**src/rtl/ovl_fire_pkg.sv**
```systemverilog
// ovl_fire_pkg: shared FSM encoding, fire bit positions and sizing helper for the fire collector
package ovl_fire_pkg;
  typedef enum logic [1:0] {IDLE, ALERT, HOLD} state_e;
  localparam int FIRE_2STATE = 0;
  localparam int FIRE_XCHECK = 1;
  localparam int FIRE_COVER = 2;
  localparam int FIRE_W = 3;
  function automatic int id_width(input int n);
    return n > 1 ? $clog2(n) : 1;
  endfunction
endpackage

```
**src/rtl/ovl_fire_popcount.sv**
```systemverilog
// ovl_fire_popcount: population count of one fire bit across all checkers
module ovl_fire_popcount #(
  parameter int N = 4,
  localparam int W = $clog2(N + 1)
) (
  input  logic [N-1:0] bits_i,
  output logic [W-1:0] count_o
);
  always_comb begin
    count_o = '0;
    for (int i = 0; i < N; i++) count_o = count_o + W'(bits_i[i]);
  end
endmodule

```
**src/rtl/ovl_fire_collector.sv**
```systemverilog
// ovl_fire_collector: counts OVL checker fires, records the first failing checker and raises irq
module ovl_fire_collector
  import ovl_fire_pkg::*;
#(
  parameter int num_checkers = 4,
  parameter int count_width = 16,
  parameter bit irq_on_xcheck = 1'b1,
  localparam int ID_W = id_width(num_checkers)
) (
  input  logic                           clock,
  input  logic                           reset,
  input  logic                           enable,
  input  logic [FIRE_W*num_checkers-1:0] fire_in,
  input  logic                           clear,
  input  logic                           ack,
  output logic [count_width-1:0]         error_count,
  output logic [count_width-1:0]         xcheck_count,
  output logic [count_width-1:0]         cover_count,
  output logic [ID_W-1:0]                first_id,
  output logic                           first_valid,
  output logic                           irq
);
  localparam int PW = $clog2(num_checkers + 1);
  localparam int SW = (count_width > PW ? count_width : PW) + 1;
  logic [num_checkers-1:0] two_v, xck_v, cov_v, err_v;
  logic [PW-1:0] pc [FIRE_W];
  logic [count_width-1:0] cnt_q [FIRE_W];
  logic [count_width-1:0] cnt_d [FIRE_W];
  logic [ID_W-1:0] id_q, id_d, low_id;
  logic valid_q, valid_d, ev, irq_q;
  state_e state_q;
  function automatic logic [count_width-1:0] sat_add(input logic [count_width-1:0] a, input logic [PW-1:0] b);
    logic [SW-1:0] s;
    s = SW'(a) + SW'(b);
    return |(s >> count_width) ? '1 : s[count_width-1:0];
  endfunction
  // Only a definite 1 counts; X/Z and disabled cycles contribute nothing.
  always_comb begin
    for (int i = 0; i < num_checkers; i++) begin
      two_v[i] = enable && (fire_in[FIRE_W*i+FIRE_2STATE] === 1'b1);
      xck_v[i] = enable && (fire_in[FIRE_W*i+FIRE_XCHECK] === 1'b1);
      cov_v[i] = enable && (fire_in[FIRE_W*i+FIRE_COVER] === 1'b1);
    end
  end
  assign err_v = two_v | (irq_on_xcheck ? xck_v : '0);
  assign ev = |err_v;
  always_comb begin
    low_id = '0;
    for (int i = num_checkers - 1; i >= 0; i--) if (err_v[i]) low_id = ID_W'(i);
  end
  ovl_fire_popcount #(.N(num_checkers)) u_pc_two (.bits_i(two_v), .count_o(pc[FIRE_2STATE]));
  ovl_fire_popcount #(.N(num_checkers)) u_pc_xck (.bits_i(xck_v), .count_o(pc[FIRE_XCHECK]));
  ovl_fire_popcount #(.N(num_checkers)) u_pc_cov (.bits_i(cov_v), .count_o(pc[FIRE_COVER]));
  always_comb begin
    for (int k = 0; k < FIRE_W; k++) cnt_d[k] = clear ? '0 : sat_add(cnt_q[k], pc[k]);
    valid_d = !clear && (valid_q || ev);
    id_d = clear ? '0 : (!valid_q && ev) ? low_id : id_q;
  end
  always_ff @(posedge clock or negedge reset) begin
    if (!reset) begin
      for (int k = 0; k < FIRE_W; k++) cnt_q[k] <= '0;
      valid_q <= 1'b0;
      id_q <= '0;
    end else begin
      for (int k = 0; k < FIRE_W; k++) cnt_q[k] <= cnt_d[k];
      valid_q <= valid_d;
      id_q <= id_d;
    end
  end
  always_ff @(posedge clock or negedge reset) begin
    if (!reset) begin
      state_q <= IDLE;
      irq_q <= 1'b0;
    end else if (clear) begin
      state_q <= IDLE;
      irq_q <= 1'b0;
    end else begin
      case (state_q)
        IDLE: if (ev) begin state_q <= ALERT; irq_q <= 1'b1; end
        ALERT: if (ack && !ev) begin state_q <= HOLD; irq_q <= 1'b0; end
        HOLD: if (ev) begin state_q <= ALERT; irq_q <= 1'b1; end
        default: begin state_q <= IDLE; irq_q <= 1'b0; end
      endcase
    end
  end
  assign error_count = cnt_q[FIRE_2STATE];
  assign xcheck_count = cnt_q[FIRE_XCHECK];
  assign cover_count = cnt_q[FIRE_COVER];
  assign first_id = id_q;
  assign first_valid = valid_q;
  assign irq = irq_q;
endmodule

```
**config.mk**
```make
export PLATFORM = sky130hd
export DESIGN_NAME = ovl_fire_collector
export DESIGN_NICKNAME = d
export VERILOG_FILES = /design/src/rtl/ovl_fire_pkg.sv /design/src/rtl/ovl_fire_popcount.sv /design/src/rtl/ovl_fire_collector.sv
export SDC_FILE = /design/constraint.sdc
export NUM_CORES = 1
export LEC_CHECK = 0
export BUFFER_PORTS_ARGS = -buffer_cell sky130_fd_sc_hd__buf_2
export CAP_MARGIN = 20
export CORE_MARGIN = 5
export CORE_UTILIZATION = 49
export CTS_BUF_LIST = sky130_fd_sc_hd__clkbuf_4 sky130_fd_sc_hd__clkbuf_8 sky130_fd_sc_hd__clkbuf_16
export CTS_CLUSTER_DIAMETER = 120
export DETAILED_ROUTE_END_ITERATION = 6
export PLACE_DENSITY = 0.76
export SYNTH_ARGS = -nofsm -noshare
export SYNTH_HDL_FRONTEND = slang
export SYNTH_SLANG_ARGS = --single-unit
```
**constraint.sdc**
```tcl
create_clock -name clock -period 1.75 [get_ports clock]
set_clock_uncertainty 0.1 [all_clocks]
set_input_delay 0.0875 -clock clock [delete_from_list [all_inputs] [get_ports clock]]
set_output_delay 0.0875 -clock clock [all_outputs]
set_load 0.02 [all_outputs]
```
==> impl_metrics.yaml, run 1 <==
power_and_ir_drop:
  power.share.clock_pct: 23.4
  p_sw_share_pct: 32.5
  p_leak_uw: 0.00211
  pwr_density_cell_nw_per_um2: 630
  combPwrFrac_pct: 31.9
  total_power_uw: 3030
  internal_power_uw: 2040
  peakVddDrop_mv: 0.574
  power_frac_seq_pct: 44.7
  p_switching_uw: 984
critical_path:
  timing.rr.end: "cover_count[10]"
  crit_end: "xcheck_count[1]"
  worstRegToRegCells: 4
  startpoint_type: "primary input"
  crit_path_end_kind: "flop"
  r2r_setup_slack_ps: -260
  crit_fanout: 7
  timing.rr.start: "cover_count[10]"
  cp.required_ps: 1890
  critPathKind: "primary input to flop"
  cp-startpoint: "fire_in[1]"
  cp.arrival_ps: 2530
timing:
  fin_ws_ps: -644
  hold_viol: 0
  tightest_slew_ps: 876
  timing.final.crit_share_pct: 137
  max-slew-margin-rel_pct: 41.4
  rsz0062_at_grt: "yes"
  slew_viol_final: 0
  fmax_ghz: 0.418
  setup_viol: 48
  holdWs_ps: 73.5
  fin_crit_ps: 2390
clocking:
  tritoncts: "yes"
  cts_buffers: 5
  htree_levels: 2
  clock_latency_ps: 320
  root_buffer: "clkbuf_8"
  path_clk_slew_ps: 100
  cts.sinks: 53
  clock_path_buffers: 2
synthesis:
  ys_top_cells_by_area: "dfrtp_1, a21oi_1, ha_1"
  synth-simple-area-share_pct: 17.1
  synth-xor-area-share_pct: 6.33
  synth_compound_area_share_pct: 20.1
  syn_nets: 365
  synth_area_per_cell_um2: 9.73
  synthCells: 327
  synth_common_cells: "dfrtp_1, a21oi_1, inv_1"
  yosysTopAreaCell: "dfrtp_1"
  async_flop_share_pct: 100
  synth_flop_cell: "dfrtp_1"
  synth_top_family_by_area: "compound AO/OA/AOI/OAI gates"
  synth_seq_area_share_pct: 41.7
  synth.distinct_cells: 50
  yosysMostFrequentCell: "dfrtp_1"
  synth_edf_count: 0
  ys_warn_count: 0
  syn_area_um2: 3180
  synth_fa_ha_area_share_pct: 9.67
  synth-seq-cells: 53
  yosysTopAreaCellShare_pct: 41.7
  synthMuxAreaShare_pct: 0.354
die:
  die_x_um: 90.6
  num_rows: 29
  core_um2: 6350
  die_area_um2: 8200
  io_pins: 69
  die_h_um: 90.6
  start_util_pct: 50.1
drt:
  drt-vias-per-instance: 6.03
  drtIter0Drc: 217
  detail_route.wl_per_cell_um: 19.2
  dr.pass1.iters: 5
  wirelength_mm: 10.2
  via_count: 3207
  drtAntennaViolNets: 0
  drc: 0
finish:
  finalNetCount: 492
  diodes: 0
  drive_above_1_share_pct: 52.3
  instances_no_fill: 532
  nFillCells: 381
  multiInputGateArea_um2: 2250
  register_area_um2: 1330
  syn_to_final_growth_pct: 51.1
  fin_area_um2: 4810
grt:
  grt_remaining_overflow: 0
  antenna_found_initial: 0
  grt_max_degree: 33
  grt_pass1_vias: 3156
  grt_pass1_wl_mm: 15.3
  track_usage_pct: 22.4
placement:
  place_area_um2: 4110
  dp_slack_ps: -1090
  routabilityCongestion: 0.833
  numPortBuffers: 68
  post-place-cells: 505
  dp_hpwl_mm: 6.06
flow_run:
  maxCapViolCount: 0
min_path:
  min_path_type: "primary input to flop"
outcome:
  status: "finished, violations left"
  violations: "setup timing"
## cells in the final DEF, fill, tap and decap left out, types with 3 or more instances in the layout
cell / count
nand3_4: 3
a211oi_1: 6
xnor2_1: 9
inv_2: 9
and4_1: 5
nor3_1: 4
and3_1: 5
a21oi_4: 4
buf_2: 62
a31oi_1: 9
and2_1: 8
buf_4: 50
clkbuf_8: 5
xor2_1: 13
a21oi_1: 9
and2_4: 6
nand4_1: 7
nand3_1: 7
inv_1: 10
or3_1: 4
a21oi_2: 29
nand2_1: 14
o211ai_1: 5
nor2_1: 14
a211oi_2: 3
dfrtp_1: 53
dlygate4sd3_1: 3
buf_12: 5
fa_2: 5
o21ai_0: 7
buf_6: 9
ha_4: 12
## worst min path at each step
stage	depth (start not counted)	endpoint	start
detailed placement	1	xcheck_count[3]	reset
global placement	1	xcheck_count[3]	reset
finish	2	cover_count[2]	clear
floorplan	0	cover_count[0]	reset
CTS	2	cover_count[0]	clear
global route	2	cover_count[0]	clear
## cell families after synthesis
kind of cell	after synthesis
compound gates	99
simple gates	96
fa+ha+maj	21
xor+xnor	23
flops	53
buf+inv	34
mux	1
## cell type report
cell class / count / area share (%)
multi-input combinational: 243 / 46.9
sequential: 53 / 27.6
timing repair buffer: 132 / 20.3
tap: 77 / 2.00
inverter: 19 / 1.48
clock buffer: 5 / 1.43
clock inverter: 3 / 0.364
## power groups by stage
| stage | Sequential [µW] | Combinational (µW) | Clock [µW] |
|---|---|---|---|
| 2_1_floorplan | 1440 | 337 | 0 |
| 3_3_place_gp | 1370 | 712 | 0 |
| 3_5_place_dp | 1370 | 742 | 0 |
| 4_1_cts | 1350 | 839 | 717 |
| 5_1_grt | 1360 | 1040 | 779 |
| 6_report | 1350 | 965 | 709 |
## worst max-delay path, cell delays in order
cell,delay [ps]
buf_8,100
and2_4,150
ha_4,260
inv_2,30
fa_1,440
inv_2,80
ha_4,130
inv_2,40
fa_2,340
and2b_2,260
o2111a_4,270
nand3_4,170
a21oi_2,190
## registers in the layout, summed over array words and instances, names as in the netlist
register      cells
first_id          2
state_q           2
xcheck_count     16
cover_count      16
error_count      16
first_valid       1
## metal layers
metal  global-route usage [%]  wire length (µm)
met4                     5.33               153
met3                     4.42               540
met5                        0                 0
met2                     37.8              5210
met1                     29.6              4310
## repair_timing
| action | in CTS | in global routing |
|---|---|---|
| pin swaps | 38 | 24 |
| cloned | 4 | 0 |
| buffers inserted | 6 | 6 |
| endpoints found under the setup margin | 48 | 48 |
| hold buffers | 3 | 0 |
| resized for setup | 44 | 39 |
| hold endpoints to repair | 23 | 0 |
## metrics by stage
step                setup TNS, ps  utilization, %
floorplan                  -39990               -
global placement           -46260            64.8
detailed placement         -49220            64.8
CTS                        -23340            71.9
global route               -28420            75.7
finish                     -25690            75.7
Note: power is estimated with default switching activity, not from simulation.
==> run 2: changes to the inputs <==
- REMOVE_ABC_BUFFERS: not set -> 1
==> run 2 against run 1 <==
  * The run still ends with setup timing left
  * Setup slack lost 110 ps
  * Sequential cell count is the same
  * Utilization grew 0.39 points
  * Combinational power shrank 2.6%
  * Final area grew 0.52%
  * Sequential power is essentially flat
  * Hold slack gained 61 ps
  * Clock power grew 2.8%
  * Critical path depth grew 2
  * Non-clock buffer count grew 6
  * Register-to-register slack lost 20 ps
  * Largest power group unchanged
  * Highest routed layer unchanged
==> impl_metrics.yaml, run 2 (synthesis gave the netlist of run 1 again) <==
finish:
  finalNetCount: 496
  drive_above_1_share_pct: 54.7
  final_cell_mix: "buf_2, dfrtp_1, buf_4"
  instances_no_fill: 536
  final_common_cell: "buf_2"
  final_core_util_pct: 76.1
  syn_to_final_growth_pct: 51.9
  diodes: 0
timing:
  rsz0062_at_grt: "yes"
  slew_viol_final: 0
  fin_ws_ps: -754
  fmax_ghz: 0.399
  setup_viol: 48
  fin_crit_ps: 2500
  tightest_slew_ps: 642
  timing.final.crit_share_pct: 143
  max-slew-margin-rel_pct: 57.2
  holdWs_ps: 134
  hold_viol: 0
die:
  num_rows: 29
  core_um2: 6350
  start_util_pct: 50.1
  die_area_um2: 8200
  die_h_um: 90.6
  die_x_um: 90.6
  io_pins: 69
critical_path:
  critPathKind: "primary input to flop"
  cp.arrival_ps: 2570
  crit_fanout: 5
  r2r_setup_slack_ps: -280
  startpoint_type: "primary input"
  timing.rr.end: "cover_count[11]"
  timing.rr.start: "cover_count[1]"
  crit_path_end_kind: "flop"
  cp.required_ps: 1820
  worstRegToRegCells: 7
outcome:
  status: "finished, violations left"
  violations: "setup timing"
drt:
  detail_route.wl_per_cell_um: 18.0
  drtAntennaViolNets: 0
  drtIter0Drc: 108
  drc: 0
  drt-vias-per-instance: 5.87
  dr.pass1.iters: 5
  wirelength_mm: 9.65
  via_count: 3144
grt:
  track_usage_pct: 22.2
  grt_pass1_vias: 3167
  grt_max_degree: 26
  grt_pass1_wl_mm: 15.3
  grt_remaining_overflow: 0
  antenna_found_initial: 0
clocking:
  cts.sinks: 53
  cts_buffers: 5
  tritoncts: "yes"
  clock_path_buffers: 2
  clock_latency_ps: 310
  htree_levels: 2
  path_clk_slew_ps: 100
  root_buffer: "clkbuf_8"
power_and_ir_drop:
  total_power_uw: 3020
  peakVddDrop_mv: 0.623
  p_leak_uw: 0.00211
  pwr_density_cell_nw_per_um2: 624
min_path:
  min_to: "first_id[0]"
  hold_start: "fire_in[1]"
  min_path_type: "primary input to flop"
  hold_depth: 5
placement:
  dp_slack_ps: -1240
  post-place-cells: 510
  routabilityCongestion: 0.847
  numPortBuffers: 68
  dp_hpwl_mm: 5.94
flow_run:
  maxCapViolCount: 0
[run 2: cell types whose count changed in the layout (fill, tap and decap cells not counted), moves of 3 or more]
cell     before  now
a31oi_1       9    6
buf_12        5    0
buf_2        62   67
buf_6         9   15
[run 2: layout make-up]
cell class	instances	area (µm²)
Clock inverter	3	21.3
Fill cell	402	1520
Inverter	19	71.3
Clock buffer	5	68.8
Timing Repair Buffer	138	945
Tap cell	77	96.3
Multi-Input combinational cell	241	2300
Sequential cell	53	1330
[run 2: where the power goes]
part,switching [µW],internal (µW)
registers,64.3,1280
clock network,443,286
logic,482,458
[run 2: metrics by stage]
stage               instance area [µm²]  setup TNS, ps
floorplan                          3100         -42350
global route                       4830         -34270
global placement                   3940         -53320
CTS                                4560         -32080
finish                             4830         -31620
detailed placement                 3940         -56430
[run 2: worst max-delay path by stage]
stage	from	endpoint	slack, ps	cells after the start
detailed placement	enable	xcheck_count[2]	-1240	14
floorplan	fire_in[3]	error_count[0]	-1030	10
global placement	enable	cover_count[6]	-1160	12
finish	enable	xcheck_count[10]	-750	15
CTS	enable	xcheck_count[11]	-780	14
global route	enable	xcheck_count[6]	-820	15
[run 2: per-layer routing]
metal  global-route usage (%)  up-vias  part of all wire (%)
met1                     27.6     1577                    40
li1                         -     1458                     -
met4                     5.21        0                   1.2
met5                        0        -                     0
met2                     39.2       97                    54
met3                     4.75       12                   5.3
[run 2: repair_timing]
item | 4_1_cts | 5_1_grt
setup buffers | 10 | 4
cloned | 2 | 0
hold endpoints to repair | 20 | 0
hold buffers | 2 | 0
resized for setup | 94 | 43
pin swaps | 45 | 36
endpoints found under the setup margin | 48 | 48
[run 2: critical path, cell delays in order]
cell      delay [ps]
buf_8            100
buf_6            110
and2_4           130
ha_4             260
inv_2             30
fa_1             460
inv_2             80
ha_4             130
inv_2             40
fa_2             330
and2b_2          260
buf_6            130
o211ai_1         120
xor2_1           220
a21oi_2           70
==> run 3: changes to the inputs <==
- PLACE_DENSITY: 0.76 -> 0.87
- REMOVE_ABC_BUFFERS: 1 -> not set
- SLEW_MARGIN: not set -> 20
==> run 3 against run 2 <==
  * The flow still finishes with violations (setup timing)
  * Register-to-register slack worse by 50 ps
  * Combinational power grew 9%
  * Count of clock-buffer cells in the layout did not move
  * Via count increased by 5.1%
  * Largest cell class unchanged
  * Critical path depth shrank 2
  * Sequential cell count stayed put
==> impl_metrics.yaml, run 3 (synthesis gave the netlist of run 1 again) <==
outcome:
  status: "finished, violations left"
  violations: "setup timing"
clocking:
  tritoncts: "yes"
  clock_latency_ps: 310
  clock_path_buffers: 2
  cts_buffers: 5
  path_clk_slew_ps: 110
  root_buffer: "clkbuf_8"
  cts.sinks: 53
  htree_levels: 2
critical_path:
  cp_slowest_cell: "fa_1"
  crit_family: "adder cells"
  crit_fanout: 7
  crit_chain: "buf_6 > and2_4 > ha_4 > inv_2 > fa_1 > inv_1 > ha_2 > inv_2 > fa_2 > and2b_2 > o2111a_4 > nand3_4 > a31oi_1"
  crit_path_end_kind: "flop"
  cp.required_ps: 1870
  crit_top_cell: "inv_2"
  startpoint_type: "primary input"
  cp.arrival_ps: 2590
  path_buf_inv: 4
  worst_path_largest_cell_delay_ps: 420
  critPathKind: "primary input to flop"
timing:
  fin_crit_ps: 2470
  setup_viol: 48
  timing.final.crit_share_pct: 141
  slew_viol_final: 0
  max-slew-margin-rel_pct: 49.8
  tightest_slew_ps: 744
  rsz0062_at_grt: "yes"
  holdWs_ps: 0.234
  hold_viol: 0
  fin_ws_ps: -723
  fmax_ghz: 0.404
power_and_ir_drop:
  combPwrFrac_pct: 30.3
  total_power_uw: 3360
  pwr_density_cell_nw_per_um2: 687
  internal_power_uw: 2350
  peakVddDrop_mv: 0.413
  power_frac_seq_pct: 40.2
  p_switching_uw: 1010
  p_leak_uw: 0.00216
  p_sw_share_pct: 30.1
  power.share.clock_pct: 29.6
die:
  num_rows: 29
  die_h_um: 90.6
  start_util_pct: 50.1
  die_x_um: 90.6
  core_um2: 6350
  die_area_um2: 8200
  io_pins: 69
finish:
  drive_above_1_share_pct: 52.6
  nFillCells: 337
  instances_no_fill: 533
  syn_to_final_growth_pct: 53.8
  finalNetCount: 493
  final_cell_mix: "buf_2, buf_4, dfrtp_1"
  fin_area_um2: 4890
  final_common_cell: "buf_2"
  diodes: 0
grt:
  use_met3_pct: 5.33
  grt_remaining_overflow: 0
  antenna_found_initial: 0
  grt_busiest_layer: "met2"
  track_usage_pct: 23.5
  grt_max_degree: 31
  grt_pass1_wl_mm: 16.0
  grt_pass1_vias: 3286
  grt_util_met2_pct: 40.1
  gr-usage-met1_pct: 29.2
flow_run:
  maxCapViolCount: 0
placement:
  post-place-cells: 504
  place_area_um2: 4120
  dp_slack_ps: -1080
  dp_hpwl_mm: 6.27
  numPortBuffers: 68
  routabilityCongestion: 0.806
drt:
  drtAntennaViolNets: 0
  dr.pass1.iters: 5
  drtIter0Drc: 187
  wirelength_mm: 10.7
  drt-vias-per-instance: 6.20
  detail_route.wl_per_cell_um: 20.2
  drc: 0
  via_count: 3305
min_path:
  min_path_type: "primary input to flop"
## run 3: power groups by stage
stage               Clock [µW]  Combinational, µW  Sequential (µW)
global placement             0                718             1360
finish                     995               1020             1350
global route              1050               1090             1360
detailed placement           0                764             1370
floorplan                    0                337             1440
CTS                        993                874             1350
## run 3: final timing paths
path | startpoint | end | slack [ps] | depth (start not counted)
max | fire_in[1] | xcheck_count[11] | -720 | 13
min | fire_in[0] | first_id[0] | 0.2 | 4
max reg2reg | xcheck_count[0] | xcheck_count[11] | -330 | 7
min reg2reg | state_q[1] | state_q[0] | 400 | 1
max in group asynchronous | reset | error_count[7] | 760 | 3
min in group asynchronous | reset | xcheck_count[10] | 200 | 2
## run 3: layout make-up
type | instances | area, µm² | area share [%]
well taps | 77 | 96.3 | 1.97
inverters | 19 | 71.3 | 1.46
flip-flops and latches | 53 | 1330 | 27.1
repair buffers | 133 | 972 | 19.9
clock inverters | 3 | 65.1 | 1.33
clock buffers | 5 | 68.8 | 1.41
multi-input cells | 243 | 2290 | 46.9
## run 3: routing by layer
metal	wire, µm	share of wire, %
met5	0	0
met1	4150	39
met3	757	7.0
met4	336	3.1
met2	5510	51
## run 3: worst min-delay path: stages
cell	delay [ps]
buf_6	90
nor2_1	40
nand4_1	70
a21oi_1	70
## run 3: timing repair
item,4_1_cts,5_1_grt
pin swaps,35,28
cloned,4,1
setup endpoints to repair,48,48
hold buffers,2,0
gates resized for setup,56,33
setup buffers,8,6
endpoints found under the hold margin,24,0
## run 3: through the flow
stage | utilization, % | setup TNS [ps]
finish | 77.1 | -26550
global placement | 64.9 | -45740
global route | 77.1 | -29190
CTS | 73.3 | -24460
floorplan | - | -39990
detailed placement | 64.9 | -48350
